--- src/rtl/audio_tone_gen.sv ---
`default_nettype none
// ----------------------------------------------------------------------------
// audio_tone_gen: handshaked note player producing a PWM-gated square wave.
// Rev 1.0
// ----------------------------------------------------------------------------
module audio_tone_gen #(
  parameter int HP_W      = 18,
  parameter int DUR_W     = 16,
  parameter int TICK_DIV  = 100000,
  parameter int GAP_TICKS = 1
) (
  input  logic             clk,
  input  logic             clr,
  input  logic [4:0]       pwm_cnt,
  input  logic             note_valid,
  output logic             note_ready,
  input  logic [HP_W-1:0]  note_half_period,
  input  logic [DUR_W-1:0] note_duration,
  input  logic [4:0]       note_volume,
  output logic             pwm_en,
  output logic             busy,
  output logic             done,
  output logic             audio_out
);

  localparam int TICK_W = (TICK_DIV > 1) ? $clog2(TICK_DIV) : 1;
  localparam int GAP_W  = (GAP_TICKS > 1) ? $clog2(GAP_TICKS) : 1;
  localparam logic [TICK_W-1:0] TICK_LAST = TICK_W'(TICK_DIV - 1);
  localparam logic [GAP_W-1:0]  GAP_LAST  = GAP_W'((GAP_TICKS > 0) ? GAP_TICKS - 1 : 0);

  localparam logic [1:0] S_IDLE = 2'd0;
  localparam logic [1:0] S_PLAY = 2'd1;
  localparam logic [1:0] S_GAP  = 2'd2;

  logic [1:0]        r_state;
  logic [1:0]        w_next;
  logic [HP_W-1:0]   r_hp;
  logic [HP_W-1:0]   r_hp_cnt;
  logic [DUR_W-1:0]  r_remain;
  logic [4:0]        r_vol;
  logic [TICK_W-1:0] r_tick;
  logic [GAP_W-1:0]  r_gap_cnt;
  logic              r_sq;

  logic w_accept;
  logic w_tick_wrap;
  logic w_hp_wrap;
  logic w_ready_nxt;
  logic w_busy_nxt;
  logic w_done_nxt;
  logic w_audio_nxt;

  // note_ready is only ever high in IDLE, so it doubles as the state qualifier
  assign w_accept    = note_valid & note_ready;
  assign w_tick_wrap = (r_tick == TICK_LAST);
  assign w_hp_wrap   = (r_hp != '0) && (r_hp_cnt == r_hp - HP_W'(1));

  always_ff @(posedge clk) begin
    if (clr) begin
      r_state <= S_IDLE;
    end else begin
      r_state <= w_next;
    end
  end

  always_comb begin
    w_next = r_state;
    case (r_state)
      S_IDLE: begin
        if (w_accept && (note_duration != '0)) begin
          w_next = S_PLAY;
        end
      end
      S_PLAY: begin
        if (w_tick_wrap && (r_remain == DUR_W'(1))) begin
          w_next = (GAP_TICKS > 0) ? S_GAP : S_IDLE;
        end
      end
      S_GAP: begin
        if (w_tick_wrap && (r_gap_cnt == GAP_LAST)) begin
          w_next = S_IDLE;
        end
      end
      default: w_next = S_IDLE;
    endcase
  end

  always_comb begin
    w_ready_nxt = (w_next == S_IDLE);
    w_busy_nxt  = (w_next != S_IDLE);
    w_done_nxt  = ((r_state != S_IDLE) && (w_next == S_IDLE)) ||
                  (w_accept && (note_duration == '0));
    w_audio_nxt = (r_state == S_PLAY) && r_sq && (pwm_cnt < r_vol);
  end

  always_ff @(posedge clk) begin
    if (clr) begin
      note_ready <= 1'b0;
      busy       <= 1'b0;
      pwm_en     <= 1'b0;
      done       <= 1'b0;
      audio_out  <= 1'b0;
    end else begin
      note_ready <= w_ready_nxt;
      busy       <= w_busy_nxt;
      pwm_en     <= w_busy_nxt;
      done       <= w_done_nxt;
      audio_out  <= w_audio_nxt;
    end
  end

  always_ff @(posedge clk) begin
    if (clr) begin
      r_hp      <= '0;
      r_hp_cnt  <= '0;
      r_remain  <= '0;
      r_vol     <= '0;
      r_tick    <= '0;
      r_gap_cnt <= '0;
      r_sq      <= 1'b0;
    end else begin
      case (r_state)
        S_IDLE: begin
          if (w_accept) begin
            r_hp      <= note_half_period;
            r_remain  <= note_duration;
            r_vol     <= note_volume;
            r_hp_cnt  <= '0;
            r_tick    <= '0;
            r_gap_cnt <= '0;
            r_sq      <= 1'b0;
          end
        end
        S_PLAY: begin
          if (w_hp_wrap) begin
            r_hp_cnt <= '0;
            r_sq     <= ~r_sq;
          end else if (r_hp != '0) begin
            r_hp_cnt <= r_hp_cnt + HP_W'(1);
          end
          r_tick <= w_tick_wrap ? '0 : r_tick + TICK_W'(1);
          if (w_tick_wrap && (r_remain != '0)) begin
            r_remain <= r_remain - DUR_W'(1);
          end
          // leaving PLAY overrides any coincident toggle
          if (w_next != S_PLAY) begin
            r_sq <= 1'b0;
          end
        end
        S_GAP: begin
          r_sq   <= 1'b0;
          r_tick <= w_tick_wrap ? '0 : r_tick + TICK_W'(1);
          if (w_tick_wrap) begin
            r_gap_cnt <= (r_gap_cnt == GAP_LAST) ? '0 : r_gap_cnt + GAP_W'(1);
          end
        end
        default: begin
          r_sq <= 1'b0;
        end
      endcase
    end
  end

endmodule
`default_nettype wire

--- config.mk ---
export PLATFORM = sky130hd
export DESIGN_NAME = audio_tone_gen
export DESIGN_NICKNAME = d
export VERILOG_FILES = /design/src/rtl/audio_tone_gen.sv
export SDC_FILE = /design/constraint.sdc
export NUM_CORES = 1
export LEC_CHECK = 0
export ABC_AREA = 1
export ABC_CLOCK_PERIOD_IN_PS = 4000
export BUFFER_PORTS_ARGS = -buffer_cell sky130_fd_sc_hd__buf_2
export CORE_UTILIZATION = 45
export CTS_BUF_LIST = sky130_fd_sc_hd__clkbuf_16
export CTS_CLUSTER_DIAMETER = 100
export DETAILED_ROUTE_END_ITERATION = 12
export HOLD_SLACK_MARGIN = 0.03
export SYNTH_ARGS = -nofsm -noshare
export SYNTH_HDL_FRONTEND = slang
export SYNTH_SLANG_ARGS = --single-unit
--- constraint.sdc ---
create_clock -name clk -period 4 [get_ports clk]
set_input_delay 0.2 -clock clk [delete_from_list [all_inputs] [get_ports clk]]
set_output_delay 0.2 -clock clk [all_outputs]
set_load 0.02 [all_outputs]
Word level (Yosys, flattened, before mapping)
Index checks and enable logic that the tools add are counted.

Register bits after elaboration: 82. Bits in latches: 0. Memory bits (writable): 0. Memory bits (read-only): 0. Bits of input ports: 47. Word-level logic and storage cells: 81. Memories kept: 0.

Add/sub/neg operators: 5. Multiply operators: 0. Divide/modulo/power cells: 0. Magnitude comparators: 1. Eq/ne operators: 11. Shift-type cells: 0. Muxes and demuxes: 21. Bitwise logic cells: 3. Reductions and logical operators: 28.

Operator list (number): 18-bit two-way mux (3); 18-bit one-hot mux with 2 select lines (1); 17-bit two-way mux (2); 17-bit one-hot mux with 2 select lines (1); 16-bit two-way mux (2); 16-bit one-hot mux with 2 select lines (1); 16-bit nonzero test (2); 18-bit by 1-bit adder with 18-bit output, second input constant (1); 18-bit == test (1); 18-bit nonzero test (1); 18-bit by 1-bit subtractor with 18-bit output, second input constant (1); 17-bit by 1-bit adder with 17-bit output, second input constant (1); 17-bit == test, second input constant (1); 16-bit by 1-bit == test with 1-bit output, second input constant (1); 16-bit zero test (1); 16-bit by 1-bit subtractor with 16-bit output, second input constant (1); 2-bit nonzero test (5); 1-bit logical AND (9); 3-bit AND reduction (3); 2-bit two-way mux (3); 2-bit one-hot mux with 3 select lines (1); 2-bit AND reduction (3); 5-bit < comparator (1); 1-bit two-way mux (5); other kinds (13) (18).

Depth between registers and ports, before layout
Word-level depth: 7. Gate-level depth with buffers: 17. Mapped depth without buffers: 16.

Worst setup path after synthesis
No wires, ideal clock.

Kind: register to register. Start point: register r_hp[0]. End point: register r_hp_cnt[6]. Library setup time: 0.119 ns. Arrival time: 1.776 ns. Path slack: 2.105 ns. Stages on the path, launching flop included: 17. Buffers on the path: 1. Period minus slack after synthesis: 1.895 ns. Cell sequence: dfxtp_1 inv_1 ha_1 nand2_4 nor2_8 nand2_1 nand2_1 nand2_1 nor2_1 nand2_1 nor2_2 nand2_2 nand2_4 nand2_4 nand2_4 buf_12 nor2_2.

Cells in the longest elaborated chain, start to end: 5. Elaborated cells between the ends (all ways): 8. Those cells by class: 1 x add/sub; 2 x eq/ne; 2 x mux; 3 x reduce/logical.

Ends and longest elaborated chain: start: declaration (RTL line 37) `logic [HP_W-1:0] r_hp;`; start signal: assignment (RTL line 125) `r_hp <= note_half_period;`; 18-bit by 1-bit subtractor with 18-bit output (RTL line 56) `assign w_hp_wrap = (r_hp != '0) && (r_hp_cnt == r_hp - HP_W'(1));`; 18-bit == test (RTL line 56); 1-bit logical AND (RTL line 56); 3-bit inequality test (no line) or 18-bit two-way mux (tied branches); 3-bit AND reduction (no line) or 18-bit one-hot mux with 2 select lines (tied branches); end signal: assignment (RTL line 139) `r_hp_cnt <= r_hp_cnt + HP_W'(1);`; end: declaration (RTL line 38) `logic [HP_W-1:0] r_hp_cnt;`.

Several ways; a longest one is shown, not always the timed one. A chain may end at the register's enable or synchronous reset.

Worst setup path in the final report
Start point: register r_state[0]. End point: register r_hp_cnt[16].

Cells in the longest elaborated chain, start to end: 3. Elaborated cells between the ends (all ways): 7. Those cells by class: 3 x eq/ne; 1 x mux; 3 x reduce/logical.

Ends and longest elaborated chain: start: declaration (RTL line 35) `logic [1:0] r_state;`; start signal: assignment (RTL line 62) `r_state <= w_next;`; 2-bit by 1-bit == test with 1-bit output or 2-bit zero test (tied branches) (RTL line 122) `case (r_state)`; 3-bit inequality test (no line), or another cell as far along; 3-bit AND reduction (no line).

Several ways; a longest one is shown, not always the timed one.

==> impl_metrics.toml <==
[drt]
drcViolationCount = 0
drt_iter0_drc = 154
firstDrtPassIters = 4
vias = 4786
post_drt_wl_per_cell_um = 12.9
routed_wl_um = 12100
antenna_left = 0
via_per_inst = 5.08

[cts]
htree_levels = 3
cts_tree = "built"
postCtsSetupRepairBufs = 0
cts_hold_buf = 0
cts_buffer_depth = 2
numCtsBuffers = 9
root_buffer = "clkbuf_16"
clk_pin_slew_worst_paths_ns = 0.06
clock-sinks = 81
cts_resized = 0
insertion_delay_ns = 0.34

[synthesis]
syn_nets = 819
synth.distinct_cells = 38
synth_top_area_cell = "dfxtp_1"
ys_seq_area_share_pct = 32.8
ys_top_cells_by_area = "dfxtp_1 33%, nand2_1 14%, nor2_1 7.7%, inv_1 6.8%, a21oi_1 5.7%"
async_reset_ff_share_pct = 0
ys_ff_latch = 81
synthCells = 759
ys.flop_type = "dfxtp_1"
netlist_area_um2 = 4950
synth_warnings = 0
synth_top_area_share_pct = 32.8
postSynthAreaPerCell_um2 = 6.52
synth_edf_count = 0

[final_layout]
antenna_cells = 0
final_cell_area_um2 = 5570
seq_area_um2 = 1620
fin_util_pct = 53.0
syn_to_final_growth_pct = 12.6
drive_above_1_share_pct = 12.5
fin_nets = 862
fillCellCount = 1077
instances_no_fill = 943
multiInputGateArea_um2 = 2860

[die]
initial_utilization_pct = 47.1
die_w_um = 107
chipHeight_um = 107
io_pins = 52
die_area_um2 = 11400
design.core.area_um2 = 10500
rows = 37

[min_path]
min-delay-path-class = "primary input to flop"

[status]
outcome = "completed"

[critical_path]
crit_arrival_ns = 2.85
critPathLaunchType = "flop"
path_class = "flop to flop"
cp.required_ns = 4.28
path_max_fanout = 41
worstSetupEndpointType = "flop"

[global_route]
first_global_vias = 4672
grt_usage_pct = 22.8
grt_max_degree = 42
grt_pass1_wl_um = 20700
grt-ovfl-total = 0
antenna_found_initial = 0

[placed_design]
gp_congestion = 0.898
pre_cts_ws_ns = 1.46
placed_area_um2 = 5280
placed_cells = 927
dp_hpwl_um = 9030
io_buffer_count = 51

[pwr]
p_comb_share_pct = 24.6
p_sw_mw = 0.743
ir_drop_mv = 0.266
p_sw_share_pct = 32.8
power_leakage_nw = 2.39
powerDensity_nw_per_um2 = 407
finalPower_mw = 2.27
p_seq_share_pct = 39.5
p_int_mw = 1.53
power_frac_clock_pct = 35.9

[sta]
max_freq_mhz = 389
period_needed_ns = 2.57
setup_viol = 0
rsz0062_at_grt = "no"
hold_viol_final = 0
fin_ws_ns = 1.43
finalMaxSlewViolations = 0
setup_tns_ns = 0
fin_crit_sh_pct = 64.2
worst_slew_pin_slew_ns = 0.984
whs_ns = 0.137
clock_skew_ns = 0.00676
slew_headroom_pct = 34.4

[flow_run]
maxCapViolCount = 0
[power groups by stage]
| stage | sequential (mW) | combinational (mW) | clock, mW |
|---|---|---|---|
| finish | 0.895 | 0.559 | 0.814 |
| global route | 0.901 | 0.643 | 0.872 |
| CTS | 0.895 | 0.562 | 0.837 |
| detailed placement | 0.912 | 0.558 | 0 |
| global placement | 0.911 | 0.548 | 0 |
| floorplan | 0.903 | 0.439 | 0 |
[registers in the layout (all words and copies together) (netlist names)]
signal and cells:
audio_out 1, r_tick 17, busy 1, done 1
note_ready 1, r_vol 5, r_state 2, r_hp 18
r_remain 16, r_sq 1, r_hp_cnt 18
[per-layer routing]
| layer | vias to the layer above | GRT usage [%] | share of wire (%) | wire length, µm |
|---|---|---|---|---|
| met4 | 0 | 8.61 | 2.0 | 246 |
| li1 | 2531 | - | - | - |
| met5 | - | 0 | 0 | 0 |
| met1 | 2181 | 26.7 | 47 | 5670 |
| met2 | 57 | 40.8 | 49 | 5940 |
| met3 | 17 | 4.68 | 2.4 | 295 |
[cells in the final DEF (no fill, tap or decap), types with 7 or more instances in the layout]
cell type  instances
inv_1             92
ha_1              13
a31oi_1            7
xnor2_1           10
clkbuf_16          9
nand2_1          178
a21oi_1           56
nor2_1           102
o21ai_0           48
nand4_1           11
nor3_1            10
nand3_1           47
a211oi_1           7
nor2_2            16
buf_2             51
xor2_1            22
dfxtp_1           81
[worst paths after layout]
path / from / to / slack [ns] / cells past startpoint
hold / removal: note_duration[4] / r_remain[4]$_SDFFE_PP0P_ / 0.14 / 3
setup reg to reg: r_state[0]$_SDFF_PP0_ / r_hp_cnt[16]$_SDFFE_PP0P_ / 1.43 / 13
hold reg to reg: r_vol[4]$_SDFFE_PP0P_ / r_vol[4]$_SDFFE_PP0P_ / 0.46 / 2
setup / recovery: r_state[0]$_SDFF_PP0_ / r_hp_cnt[16]$_SDFFE_PP0P_ / 1.43 / 13
[worst max-delay path, cell delays in order (launching register included)]
cell	delay (ns)
dfxtp_1	0.33
inv_1	0.10
ha_1	0.39
nand2_1	0.09
buf_4	0.25
o21ai_0	0.17
inv_1	0.12
nor2_4	0.34
nand3_1	0.19
nor2_1	0.21
nand2_1	0.07
nand2_1	0.06
nand3_1	0.06
nor2_1	0.11
[cell families (layout without fill, tap and decap cells)]
group                    after synthesis  after routing  share of synthesized area [%]
AO/OA/AOI/OAI                        129            129                           14.1
XOR/XNOR                              32             32                           5.66
adder cells (fa/ha/maj)               13             13                           3.29
buffers and inverters                117            165                           9.41
flip-flops                            81             81                           32.8
AND/OR/NAND/NOR                      387            387                           34.8
[cells in the mapped netlist, types with 11 or more instances]
cell	number
nand4_1	11
nand3_1	47
xor2_1	22
nor2_2	16
dfxtp_1	81
nand2_1	178
nor2_1	102
inv_1	90
a21oi_1	56
o21ai_0	48
ha_1	13
clkbuf_1	13
[layout make-up]
| class | count | area share, % |
|---|---|---|
| flip-flops and latches | 81 | 29.1 |
| clock buffers | 9 | 4.04 |
| well taps | 136 | 3.05 |
| multi-input cells | 561 | 51.3 |
| inverters | 96 | 6.47 |
| repair buffers | 53 | 4.85 |
| clock inverters | 7 | 1.15 |
Note: power is estimated with default switching activity, not from simulation.
